File: config.mk
export PLATFORM = sky130hd
export DESIGN_NAME = rf_wb_ctrl
export DESIGN_NICKNAME = d
export VERILOG_FILES = /design/src/rtl/rf_wb_ctrl_pkg.sv /design/src/rtl/rf_wb_fifo.sv /design/src/rtl/rf_wb_ctrl.sv
export SDC_FILE = /design/constraint.sdc
export NUM_CORES = 1
export LEC_CHECK = 0
export CORE_MARGIN = 4
export CORE_UTILIZATION = 45
export CTS_BUF_LIST = sky130_fd_sc_hd__clkbuf_4 sky130_fd_sc_hd__clkbuf_8
export DETAILED_ROUTE_END_ITERATION = 16
export DONT_BUFFER_PORTS = 1
export SYNTH_ARGS = -nofsm -noshare
export SYNTH_HDL_FRONTEND = slang
export SYNTH_SLANG_ARGS = --single-unit
File: constraint.sdc
create_clock -name WCLK -period 3.8 [get_ports WCLK]
set_input_delay 0.19 -clock WCLK [delete_from_list [all_inputs] [get_ports WCLK]]
set_output_delay 0.19 -clock WCLK [all_outputs]
set_load 0.005 [all_outputs]
File: src/rtl/rf_wb_ctrl_pkg.sv
// Shared register-file constants and controller state encoding.
package rf_wb_ctrl_pkg;

  localparam int RF_ADDR_W = 5;
  localparam int RF_DEPTH  = 32;

  typedef enum logic [0:0] {
    ST_INIT = 1'b0,
    ST_RUN  = 1'b1
  } state_t;

endpackage

File: src/rtl/rf_wb_fifo.sv
// Synchronous write-back queue of {addr,data}; exposes entries oldest-first
// so the controller can forward the youngest matching entry.
module rf_wb_fifo
  import rf_wb_ctrl_pkg::*;
#(
  parameter int DATA_W = 16,
  parameter int DEPTH  = 4
) (
  input  logic                               clk,
  input  logic                               rst_n,
  input  logic                               push,
  input  logic                               pop,
  input  logic [RF_ADDR_W-1:0]               push_addr,
  input  logic [DATA_W-1:0]                  push_data,
  output logic [RF_ADDR_W-1:0]               head_addr,
  output logic [DATA_W-1:0]                  head_data,
  output logic                               full,
  output logic                               empty,
  output logic [$clog2(DEPTH):0]             count,
  output logic [DEPTH-1:0]                   age_valid,
  output logic [DEPTH-1:0][RF_ADDR_W-1:0]    age_addr,
  output logic [DEPTH-1:0][DATA_W-1:0]       age_data
);

  localparam int PTR_W = $clog2(DEPTH);
  localparam logic [PTR_W:0] FULL_CNT = (PTR_W + 1)'(DEPTH);

  logic [RF_ADDR_W-1:0] mem_addr [DEPTH];
  logic [DATA_W-1:0]    mem_data [DEPTH];
  logic [PTR_W-1:0]     wr_ptr;
  logic [PTR_W-1:0]     rd_ptr;
  logic                 do_push;
  logic                 do_pop;

  assign full    = (count == FULL_CNT);
  assign empty   = (count == '0);
  assign do_push = push & ~full;
  assign do_pop  = pop & ~empty;

  assign head_addr = mem_addr[rd_ptr];
  assign head_data = mem_data[rd_ptr];

  always_ff @(posedge clk) begin
    if (do_push) begin
      mem_addr[wr_ptr] <= push_addr;
      mem_data[wr_ptr] <= push_data;
    end
  end

  // Pointers wrap naturally because DEPTH is a power of two.
  always_ff @(posedge clk or negedge rst_n) begin
    if (!rst_n) begin
      wr_ptr <= '0;
      rd_ptr <= '0;
      count  <= '0;
    end else begin
      if (do_push) wr_ptr <= wr_ptr + 1'b1;
      if (do_pop)  rd_ptr <= rd_ptr + 1'b1;
      case ({do_push, do_pop})
        2'b10:   count <= count + 1'b1;
        2'b01:   count <= count - 1'b1;
        default: count <= count;
      endcase
    end
  end

  // Index 0 is the head (oldest); higher indices are younger.
  always_comb begin
    age_valid = '0;
    age_addr  = '0;
    age_data  = '0;
    for (int i = 0; i < DEPTH; i++) begin
      age_valid[i] = ((PTR_W + 1)'(i) < count);
      age_addr[i]  = mem_addr[rd_ptr + PTR_W'(i)];
      age_data[i]  = mem_data[rd_ptr + PTR_W'(i)];
    end
  end

endmodule

File: src/rtl/rf_wb_ctrl.sv
// Register-file write-port controller: zero-fill sweep after reset, then host
// priority over a queued datapath write-back, with operand forwarding.
module rf_wb_ctrl
  import rf_wb_ctrl_pkg::*;
#(
  parameter int DATA_W = 16,
  parameter int DEPTH  = 4
) (
  input  logic                   WCLK,
  input  logic                   RSTN,
  input  logic                   WB_VALID,
  output logic                   WB_READY,
  input  logic [RF_ADDR_W-1:0]   WB_ADDR,
  input  logic [DATA_W-1:0]      WB_DATA,
  input  logic                   HOST_WE,
  input  logic [RF_ADDR_W-1:0]   HOST_ADDR,
  input  logic [DATA_W-1:0]      HOST_DATA,
  output logic                   RF_WE,
  output logic [RF_ADDR_W-1:0]   RF_ADDRD,
  output logic [DATA_W-1:0]      RF_DIN,
  input  logic [RF_ADDR_W-1:0]   RD_ADDRA,
  input  logic [RF_ADDR_W-1:0]   RD_ADDRB,
  input  logic [RF_ADDR_W-1:0]   RD_ADDRC,
  input  logic [DATA_W-1:0]      RF_DOA,
  input  logic [DATA_W-1:0]      RF_DOB,
  input  logic [DATA_W-1:0]      RF_DOC,
  output logic [DATA_W-1:0]      OPA,
  output logic [DATA_W-1:0]      OPB,
  output logic [DATA_W-1:0]      OPC,
  output logic                   INIT_DONE,
  output logic [$clog2(DEPTH):0] PENDING
);

  state_t                          state;
  logic [RF_ADDR_W-1:0]            sweep;
  logic                            init_done_q;
  logic                            push;
  logic                            pop;
  logic                            fifo_full;
  logic                            fifo_empty;
  logic [RF_ADDR_W-1:0]            head_addr;
  logic [DATA_W-1:0]               head_data;
  logic [DEPTH-1:0]                age_valid;
  logic [DEPTH-1:0][RF_ADDR_W-1:0] age_addr;
  logic [DEPTH-1:0][DATA_W-1:0]    age_data;
  logic [2:0][RF_ADDR_W-1:0]       rd_addr;
  logic [2:0][DATA_W-1:0]          rd_data;
  logic [2:0][DATA_W-1:0]          fwd;

  always_ff @(posedge WCLK or negedge RSTN) begin
    if (!RSTN) begin
      state       <= ST_INIT;
      sweep       <= '0;
      init_done_q <= 1'b0;
    end else begin
      case (state)
        ST_INIT: begin
          sweep <= sweep + 1'b1;
          if (sweep == RF_ADDR_W'(RF_DEPTH - 1)) begin
            state       <= ST_RUN;
            init_done_q <= 1'b1;
          end
        end
        default: init_done_q <= 1'b1;
      endcase
    end
  end

  assign INIT_DONE = init_done_q;
  assign WB_READY  = (state == ST_RUN) & ~fifo_full;
  assign push      = WB_VALID & WB_READY;
  assign pop       = (state == ST_RUN) & ~HOST_WE & ~fifo_empty;

  rf_wb_fifo #(
    .DATA_W (DATA_W),
    .DEPTH  (DEPTH)
  ) u_fifo (
    .clk       (WCLK),
    .rst_n     (RSTN),
    .push      (push),
    .pop       (pop),
    .push_addr (WB_ADDR),
    .push_data (WB_DATA),
    .head_addr (head_addr),
    .head_data (head_data),
    .full      (fifo_full),
    .empty     (fifo_empty),
    .count     (PENDING),
    .age_valid (age_valid),
    .age_addr  (age_addr),
    .age_data  (age_data)
  );

  // The sweep write is gated by RSTN so nothing reaches the RF while held in reset.
  always_comb begin
    RF_WE    = 1'b0;
    RF_ADDRD = '0;
    RF_DIN   = '0;
    if (state == ST_INIT) begin
      RF_WE    = RSTN;
      RF_ADDRD = sweep;
    end else if (HOST_WE) begin
      RF_WE    = 1'b1;
      RF_ADDRD = HOST_ADDR;
      RF_DIN   = HOST_DATA;
    end else if (!fifo_empty) begin
      RF_WE    = 1'b1;
      RF_ADDRD = head_addr;
      RF_DIN   = head_data;
    end
  end

  assign rd_addr = {RD_ADDRC, RD_ADDRB, RD_ADDRA};
  assign rd_data = {RF_DOC, RF_DOB, RF_DOA};

  // Queued entries are newer than the host write, so they override it; later
  // (younger) queue entries override older ones.
  always_comb begin
    fwd = '0;
    for (int p = 0; p < 3; p++) begin
      fwd[p] = rd_data[p];
      if (HOST_WE && (HOST_ADDR == rd_addr[p])) fwd[p] = HOST_DATA;
      for (int i = 0; i < DEPTH; i++) begin
        if (age_valid[i] && (age_addr[i] == rd_addr[p])) fwd[p] = age_data[i];
      end
      if (state == ST_INIT) fwd[p] = '0;
    end
  end

  assign OPA = fwd[0];
  assign OPB = fwd[1];
  assign OPC = fwd[2];

endmodule

==> results of run 1 <==
cell families after synthesis:
group / Yosys count
muxes: 158
adders and majority gates: 10
xor gates and xnor gates: 86
and+or+nand+nor: 211
DFF: 98
AOI/OAI and AO/OA: 297
buffers and inverters: 111
how the worst max path moves through the flow:
stage | slack [ps] | from | to | cells after the start
final | 210 | u_fifo.rd_ptr[0] | OPA[10] | 8
after global routing | 50 | u_fifo.rd_ptr[0] | OPA[14] | 10
after CTS | 70 | u_fifo.rd_ptr[0] | OPA[12] | 8
after detailed placement | 240 | u_fifo.rd_ptr[0] | OPB[2] | 8
after global placement | 260 | u_fifo.rd_ptr[0] | OPB[2] | 8
after floorplan | 850 | u_fifo.rd_ptr[0] | OPA[13] | 9
through the flow:
step	std cells	setup slack [ps]
floorplan	971	848
global placement	1185	262
detailed placement	1185	241
CTS	1223	72.3
global route	1226	54.6
finish	1226	214
layout by cell type, fill, tap and decap left out, types with 3 or more instances in the layout:
cell           instances
nand2_1               79
xnor2_1               55
mux2_2                39
o22ai_1                4
xor2_1                31
mux2i_1              104
edfxtp_1              84
a21boi_0               9
a211oi_1              16
mux4_2                14
o211ai_1              24
nor3_1                 3
a32oi_1                6
dlygate4sd3_1         22
ha_1                  10
nor2b_1               17
o211a_1               16
clkbuf_8               9
o21ai_0               60
inv_1                 17
and2_1                 6
a22oi_1               22
a31oi_1               16
a2111oi_0              3
or3_1                  3
a22o_1                16
nor2_1                48
a21oi_1               80
nand2b_1              10
nand4_1               10
and3_1                16
nor4_1                 3
inv_8                  3
dfrtp_1               11
buf_4                 41
o221ai_1              15
worst reg2reg max path, cell delays in order (launching register included):
cell and delay [ps]:
dfrtp_1 510, inv_1 100, ha_1 240, a21oi_1 400
and2_1 190, buf_4 270, ha_1 250, mux2i_1 200
nor2_1 70, xnor2_1 120
final cells by class:
type | instances | area (um^2)
Inverter | 18 | 67.6
Clock inverter | 7 | 71.3
Fill cell | 1876 | 9860
Sequential cell | 98 | 2880
Timing Repair Buffer | 65 | 551
Clock buffer | 9 | 124
Tap cell | 265 | 332
Antenna cell | 2 | 5.00
Multi-Input combinational cell | 762 | 5700
routing by layer:
| layer | wire length [um] | GRT usage [%] | up-vias | share of wire (%) |
|---|---|---|---|---|
| li1 | - | - | 3612 | - |
| met1 | 13800 | 38.7 | 3667 | 47 |
| met2 | 12200 | 35.2 | 352 | 42 |
| met3 | 2880 | 5.66 | 29 | 9.8 |
| met4 | 469 | 5.76 | 0 | 1.6 |
| met5 | 0 | 0 | - | 0 |
registers in the layout, indices dropped and copies added (netlist names):
signal           count
u_fifo.wr_ptr        2
u_fifo.mem_addr     20
sweep                5
state                1
u_fifo.rd_ptr        2
INIT_DONE            1
u_fifo.count         3
u_fifo.mem_data     64
Yosys cell counts (2+ instances only):
library cell | instances | share of area [%]
a2111oi_0 | 3 | 0.29
a211oi_1 | 16 | 1.3
a21boi_0 | 9 | 0.75
a21oi_1 | 80 | 4.4
a22o_1 | 16 | 1.6
a22oi_1 | 22 | 1.8
a2bb2oi_1 | 2 | 0.19
a31oi_1 | 16 | 1.1
a32oi_1 | 6 | 0.58
and2_1 | 6 | 0.42
and3_1 | 16 | 1.1
buf_1 | 14 | 0.58
buf_2 | 9 | 0.50
buf_4 | 4 | 0.33
buf_6 | 5 | 0.62
clkbuf_1 | 61 | 2.5
dfrtp_1 | 14 | 3.9
edfxtp_1 | 84 | 28
ha_1 | 10 | 1.4
inv_1 | 18 | 0.75
mux2_2 | 39 | 4.9
mux2i_1 | 104 | 12
mux4_2 | 14 | 3.5
nand2_1 | 79 | 3.3
nand2b_1 | 10 | 0.69
nand3_1 | 2 | 0.11
nand4_1 | 10 | 0.69
nor2_1 | 49 | 2.0
nor2b_1 | 17 | 1.2
nor3_1 | 4 | 0.22
nor3_2 | 2 | 0.22
nor4_1 | 3 | 0.21
o211a_1 | 16 | 1.8
o211ai_1 | 24 | 2.0
o21ai_0 | 60 | 3.3
o21ai_1 | 2 | 0.11
o221ai_1 | 15 | 1.5
o22ai_1 | 4 | 0.28
or3_1 | 4 | 0.28
xnor2_1 | 55 | 5.3
xor2_1 | 31 | 3.0
power breakdown:
| group | total (mW) | internal (mW) | switching, mW |
|---|---|---|---|
| sequential | 1.63 | 1.41 | 0.212 |
| clock | 0.667 | 0.257 | 0.410 |
| combinational | 4.64 | 1.79 | 2.85 |
| total | 6.93 | 3.46 | 3.47 |
what timing repair did:
action / in CTS / in global routing
gates resized for setup: 1 / 4
endpoints found under the hold margin: 98 / 0
endpoints found under the setup margin: 3 / 39
pin swaps: 0 / 0
hold buffers: 22 / 0
buffers inserted: 0 / 1
==> results by group, run 1 <==
Logic synthesis
  – Largest family of logic cells by synthesized area: compound AO/OA/AOI/OAI gates
  – Ys Warns: 0
  – Synth async-reset ratio: 14.3%
  – Dominant synthesized flop cell: edfxtp_1
  – Synth Area in Compound Gates: 21.7%
  – Post-Synth Adder-Cell Area: under 10%
  – #FFs+latches synth: 98
  – Number of synthesized flops with an enable pin: 84
  – Mapped Area: around 0.009 mm^2
  – Net count after synthesis: 1090
  – Mux contribution to synthesized area: 20.0%
  – Library cells used by synthesis: 57
  – Synth Area in XOR/XNOR: 8.34%
  – Syn avg cell area: between 9 and 10 um^2
  – Seq/Total Area, Yosys: a little under a third
  – Post-Synth Simple-Gate Area: 11.5%
  – Synthesized instance count: between 900 and 1000

Worst setup path
  – CP required: about 3600 ps
  – Crit path kind: reg2out
  – Worst-path maximum fanout: 20
  – CP startpoint kind: flop
  – Slowest stage cell, crit path: mux4_2
  – Flop-to-flop setup slack: 1360 ps
  – CP Cell Sequence: mux4_2 > xnor2_1 > nand4_1 > nor3_4 > buf_4 > mux2i_1 > o211ai_1 > and3_1
  – Top delay family on crit path: simple AND/OR/NAND/NOR gates
  – Crit path DAT: 3400 ps
  – FF-to-FF End: u_fifo.count[2]
  – CP max stage delay: 660 ps
  – Reg-to-Reg Start: u_fifo.count[0]
  – Worst Reg-to-Reg Cells: 9
  – CP endpoint kind: output port
  – WP buf/inv: 1

Layout
  – Area grow syn2layout: 7.76%
  – Design Area, Final: 0.00973 mm^2
  – Final core utilization: roughly half
  – Share of layout cells above drive strength 1: between 10% and 20%
  – Final Net Count: 1073

Drt
  – Routed Antenna Nets: 0
  – Mean routed wirelength per cell: 23.9 um
  – Drt pass-1 iters: 8
  – Initial DRC Count: 782
  – Post-route DRC: 0
  – Vias: 7660
  – Vias per Instance: roughly 6.2
  – WL final: 29.3 mm

Global route
  – Largest net degree at the start of global routing: 77
  – Gr ovfl total: 0
  – Number of global-route vias before repair: around 6900
  – Antenna violations before repair: 2
  – First-pass GRT wire length: 43.0 mm
  – Total GRT Usage: 25.0%

Timing
  – Slew Viols, Final: 0
  – Min Tclk post-route: approximately 3600 ps
  – Final clock skew: 13.6 ps
  – Maximum clock rate: 279 MHz
  – Final Hold Viols: 0
  – Hold_ws: 108 ps
  – Worst-margin pin slew: 943 ps
  – Sum Neg Setup Slack: 0 ps
  – Final critical-path share of the clock period: 94.4%
  – Worst slew margin: 37.1%
  – Final setup viols: 0
  – RSZ-0062 raised after global routing: false

Job
  – Max-cap violations: 0

Clock tree
  – TritonCTS Sinks: 98
  – Max clock buf depth: 2
  – Clock Pin Slew Worst Setup and Hold Paths: 100 ps
  – CTS tree: done
  – Clock latency on the worst-skew pair: 370 ps
  – Num CTS Buffers: 9
  – H-tree Lvls: 3
  – Root buf cell: clkbuf_8

Die
  – Cell row count: 51
  – Die X: 150 um
  – Initial cell density of the core: 46.1%
  – Die area: 0.0224 mm^2
  – Die height: 150 um
  – Core Region: 0.0196 mm^2
  – IO Count: 184

Min path
  – Hold depth: 2
  – Hold crit path type: in2reg
  – Min-delay src: WB_VALID
  – Hold Path Sink: u_fifo.wr_ptr[0]

Power
  – Power Total: just under 7 mW
  – Pleak: around 3.5 nW
  – Cell Pwr Density: 713 mW/mm^2
  – VDD IR max: between 0.3 and 0.4 mV

Status
  – Status: finished clean

Placed design
  – Buffers on Ports: 0
  – DP Area: approximately 0.0093 mm^2
  – Post-DP HPWL: 22.5 mm
  – GP Congestion: 0.950
(Power assumes the default switching activity.)
==> run 2: changes to the inputs <==
CTS_BUF_LIST = unset   (was sky130_fd_sc_hd__clkbuf_4 sky130_fd_sc_hd__clkbuf_8)
==> results by group, run 2 (synthesis results as in run 1) <==
Status
  – Status: finished clean (unchanged)

Layout
  – Final Net Count: 1073 (unchanged)
  – Most common cell after layout, fill and taps aside: mux2i_1 (unchanged)
  – Largest Register: u_fifo.mem_data (unchanged)
  – Most frequent cells in the layout: mux2i_1 (104), edfxtp_1 (84), a21oi_1 (80) (unchanged)
  – Share of layout cells above drive strength 1: 13.5% (unchanged)
  – Area grow syn2layout: 8.89% (was 7.76%)
  – Area occupied by multi-input gates: 0.00570 mm^2 (unchanged)
  – Largest registers: u_fifo.mem_data: 64 flops, u_fifo.mem_addr: 20 flops, sweep: 5 flops (unchanged)
  – Max reg flops: 64 (unchanged)
  – FF+latch area: 0.00288 mm^2 (unchanged)
  – Design Area, Final: 0.00983 mm^2 (was 0.00973 mm^2)
  – Fillers: 1868 (was 1876)

Clock tree
  – CTS tree: done (unchanged)
  – Root buf cell: clkbuf_16 (was clkbuf_8)
  – Max clock buf depth: 2 (unchanged)
  – Clock Pin Slew Worst Setup and Hold Paths: 70 ps (was 100 ps)
  – Num CTS Buffers: 9 (unchanged)
  – Clock latency on the worst-skew pair: 350 ps (was 370 ps)
  – TritonCTS Sinks: 98 (unchanged)
  – H-tree Lvls: 3 (unchanged)

Die
  – Die area: 0.0224 mm^2 (unchanged)
  – IO Count: 184 (unchanged)
  – Cell row count: 51 (unchanged)
  – Die height: 150 um (unchanged)
  – Core Region: 0.0196 mm^2 (unchanged)
  – Die X: 150 um (unchanged)
  – Initial cell density of the core: 46.1% (unchanged)

Timing
  – Slew Viols, Final: 0 (unchanged)
  – RSZ-0062 raised after global routing: false (unchanged)
  – Worst-margin pin slew: 870 ps (was 943 ps)
  – Final critical-path share of the clock period: 93.4% (was 94.4%)
  – Final Hold Viols: 0 (unchanged)
  – Maximum clock rate: 282 MHz (was 279 MHz)
  – Sum Neg Setup Slack: 0 ps (unchanged)
  – Final setup viols: 0 (unchanged)
  – Final clock skew: 10.9 ps (was 13.6 ps)
  – Worst slew margin: 41.8% (was 37.1%)
  – Min Tclk post-route: 3550 ps (was 3590 ps)

Worst setup path
  – CP required: 3610 ps (about the same)
  – WP buf/inv: 2 (was 1)
  – Slowest stage cell, crit path: dfrtp_4 (was mux4_2)
  – Worst-path maximum fanout: 15 (was 20)
  – Flop-to-flop setup slack: 1360 ps (about the same)
  – Top cell by count, worst path: buf_4
  – Top delay family on crit path: compound AO/OA/AOI/OAI gates (was simple AND/OR/NAND/NOR gates)
  – CP Cell Sequence: mux2i_1 > xor2_1 > nand4_1 > a2111oi_2 > buf_4 > a21oi_1 > buf_4 > nand3b_1 > o221ai_1 (was mux4_2 > xnor2_1 > nand4_1 > nor3_4 > buf_4 > mux2i_1 > o211ai_1 > and3_1)
  – CP startpoint kind: flop (unchanged)
  – Crit path DAT: 3360 ps (was 3400 ps)
  – Crit path kind: reg2out (unchanged)
  – CP endpoint kind: output port (unchanged)
  – CP max stage delay: 580 ps (was 660 ps)

Placed design
  – DP Area: 0.00929 mm^2 (unchanged)
  – GP Congestion: 0.950 (unchanged)
  – Buffers on Ports: 0 (unchanged)
  – Post-DP HPWL: 22.5 mm (unchanged)

Global route
  – Antenna violations before repair: 1 (was 2)
  – Largest net degree at the start of global routing: 77 (unchanged)
  – Number of global-route vias before repair: 6869 (was 6863)
  – Total GRT Usage: 25.0% (about the same)
  – First-pass GRT wire length: 43.1 mm (was 43.0 mm)
  – Gr ovfl total: 0 (unchanged)

Power
  – Comb power frac: 64.7% (was 66.9%)
  – Clock network power share: 12.6% (was 9.6%)
  – Sw frac: 48.9% (was 50.1%)
  – Reg power frac: 22.7% (was 23.5%)
  – VDD IR max: 0.306 mV (was 0.304 mV)
  – Sw power: 3.51 mW (was 3.47 mW)
  – Cell Pwr Density: 730 mW/mm^2 (was 713 mW/mm^2)
  – Pleak: 3.56 nW (was 3.51 nW)
  – Internal: 3.67 mW (was 3.46 mW)

Drt
  – WL final: 29.2 mm (was 29.3 mm)
  – Drt pass-1 iters: 5 (was 8)
  – Vias per Instance: 6.29 (was 6.25)
  – Mean routed wirelength per cell: 23.9 um (about the same)
  – Post-route DRC: 0 (unchanged)
  – Vias: 7706 (was 7660)
  – Routed Antenna Nets: 0 (unchanged)
  – Initial DRC Count: 752 (was 782)

Min path
  – Hold crit path type: in2reg (unchanged)

Job
  – Max-cap violations: 0 (unchanged)
==> run 2: changes by cell type in the layout (fill, tap and decap cells not counted), sizes merged <==
cell   delta
diode     -1
==> run 2: cell type report <==
type	count	area share (%)
repair buffers	65	5.64
clock buffers	9	2.29
inverters	18	0.687
flip-flops and latches	98	29.3
diodes	1	0.0254
multi-input cells	762	58.0
well taps	265	3.37
clock inverters	7	0.725
==> run 2: path summary, 6_finish.rpt <==
path / from / cells past startpoint / to
min in group asynchronous: RSTN / 1 / state
worst max register to register: u_fifo.count[0] / 9 / u_fifo.count[2]
max in group asynchronous: RSTN / 1 / u_fifo.rd_ptr[0]
worst min register to register: sweep[3] / 1 / sweep[3]
worst min-delay path: WB_VALID / 2 / u_fifo.wr_ptr[0]
worst max-delay path: u_fifo.rd_ptr[1] / 9 / OPA[14]
==> run 2: worst reg2reg max path: stages (launching register included) <==
cell and delay, ps:
dfrtp_1 490, inv_1 110, ha_1 240, a21oi_1 400
and2_1 190, buf_4 270, ha_1 250, mux2i_1 200
nor2_1 70, xnor2_1 120
==> run 2: power groups by stage <==
stage,Combinational [mW],Clock [mW],Sequential (mW)
2_1_floorplan,3.39,0,1.53
3_3_place_gp,4.47,0,1.66
3_5_place_dp,4.47,0,1.67
4_1_cts,4.52,0.924,1.65
5_1_grt,5.00,0.968,1.66
6_report,4.65,0.901,1.63
==> run 2: repair_timing <==
| action | CTS | global route |
|---|---|---|
| gates cloned | 0 | 0 |
| gates resized for setup | 1 | 5 |
| buffers inserted | 0 | 1 |
| hold endpoints to repair | 98 | 0 |
| endpoints found under the setup margin | 1 | 34 |
| hold buffers | 22 | 0 |
==> run 2: layer usage <==
metal  vias up  global-route usage (%)  part of all wire [%]
li1       3612                       -                     -
met1      3671                    38.7                    47
met2       391                    35.2                    41
met3        32                    5.78                   9.8
met4         0                    6.18                   1.8
met5         -                       0                     0
==> run 2: stage by stage <==
step	std cells	util [%]	power (mW)	hold slack, ps	setup WS, ps
finish	1225	50.2	7.18	133	251
global route	1225	50.2	7.63	166	95.2
global placement	1185	47.4	6.13	-105	262
detailed placement	1185	47.4	6.14	-105	241
CTS	1223	50.1	7.09	136	109
floorplan	971	-	4.92	-106	848
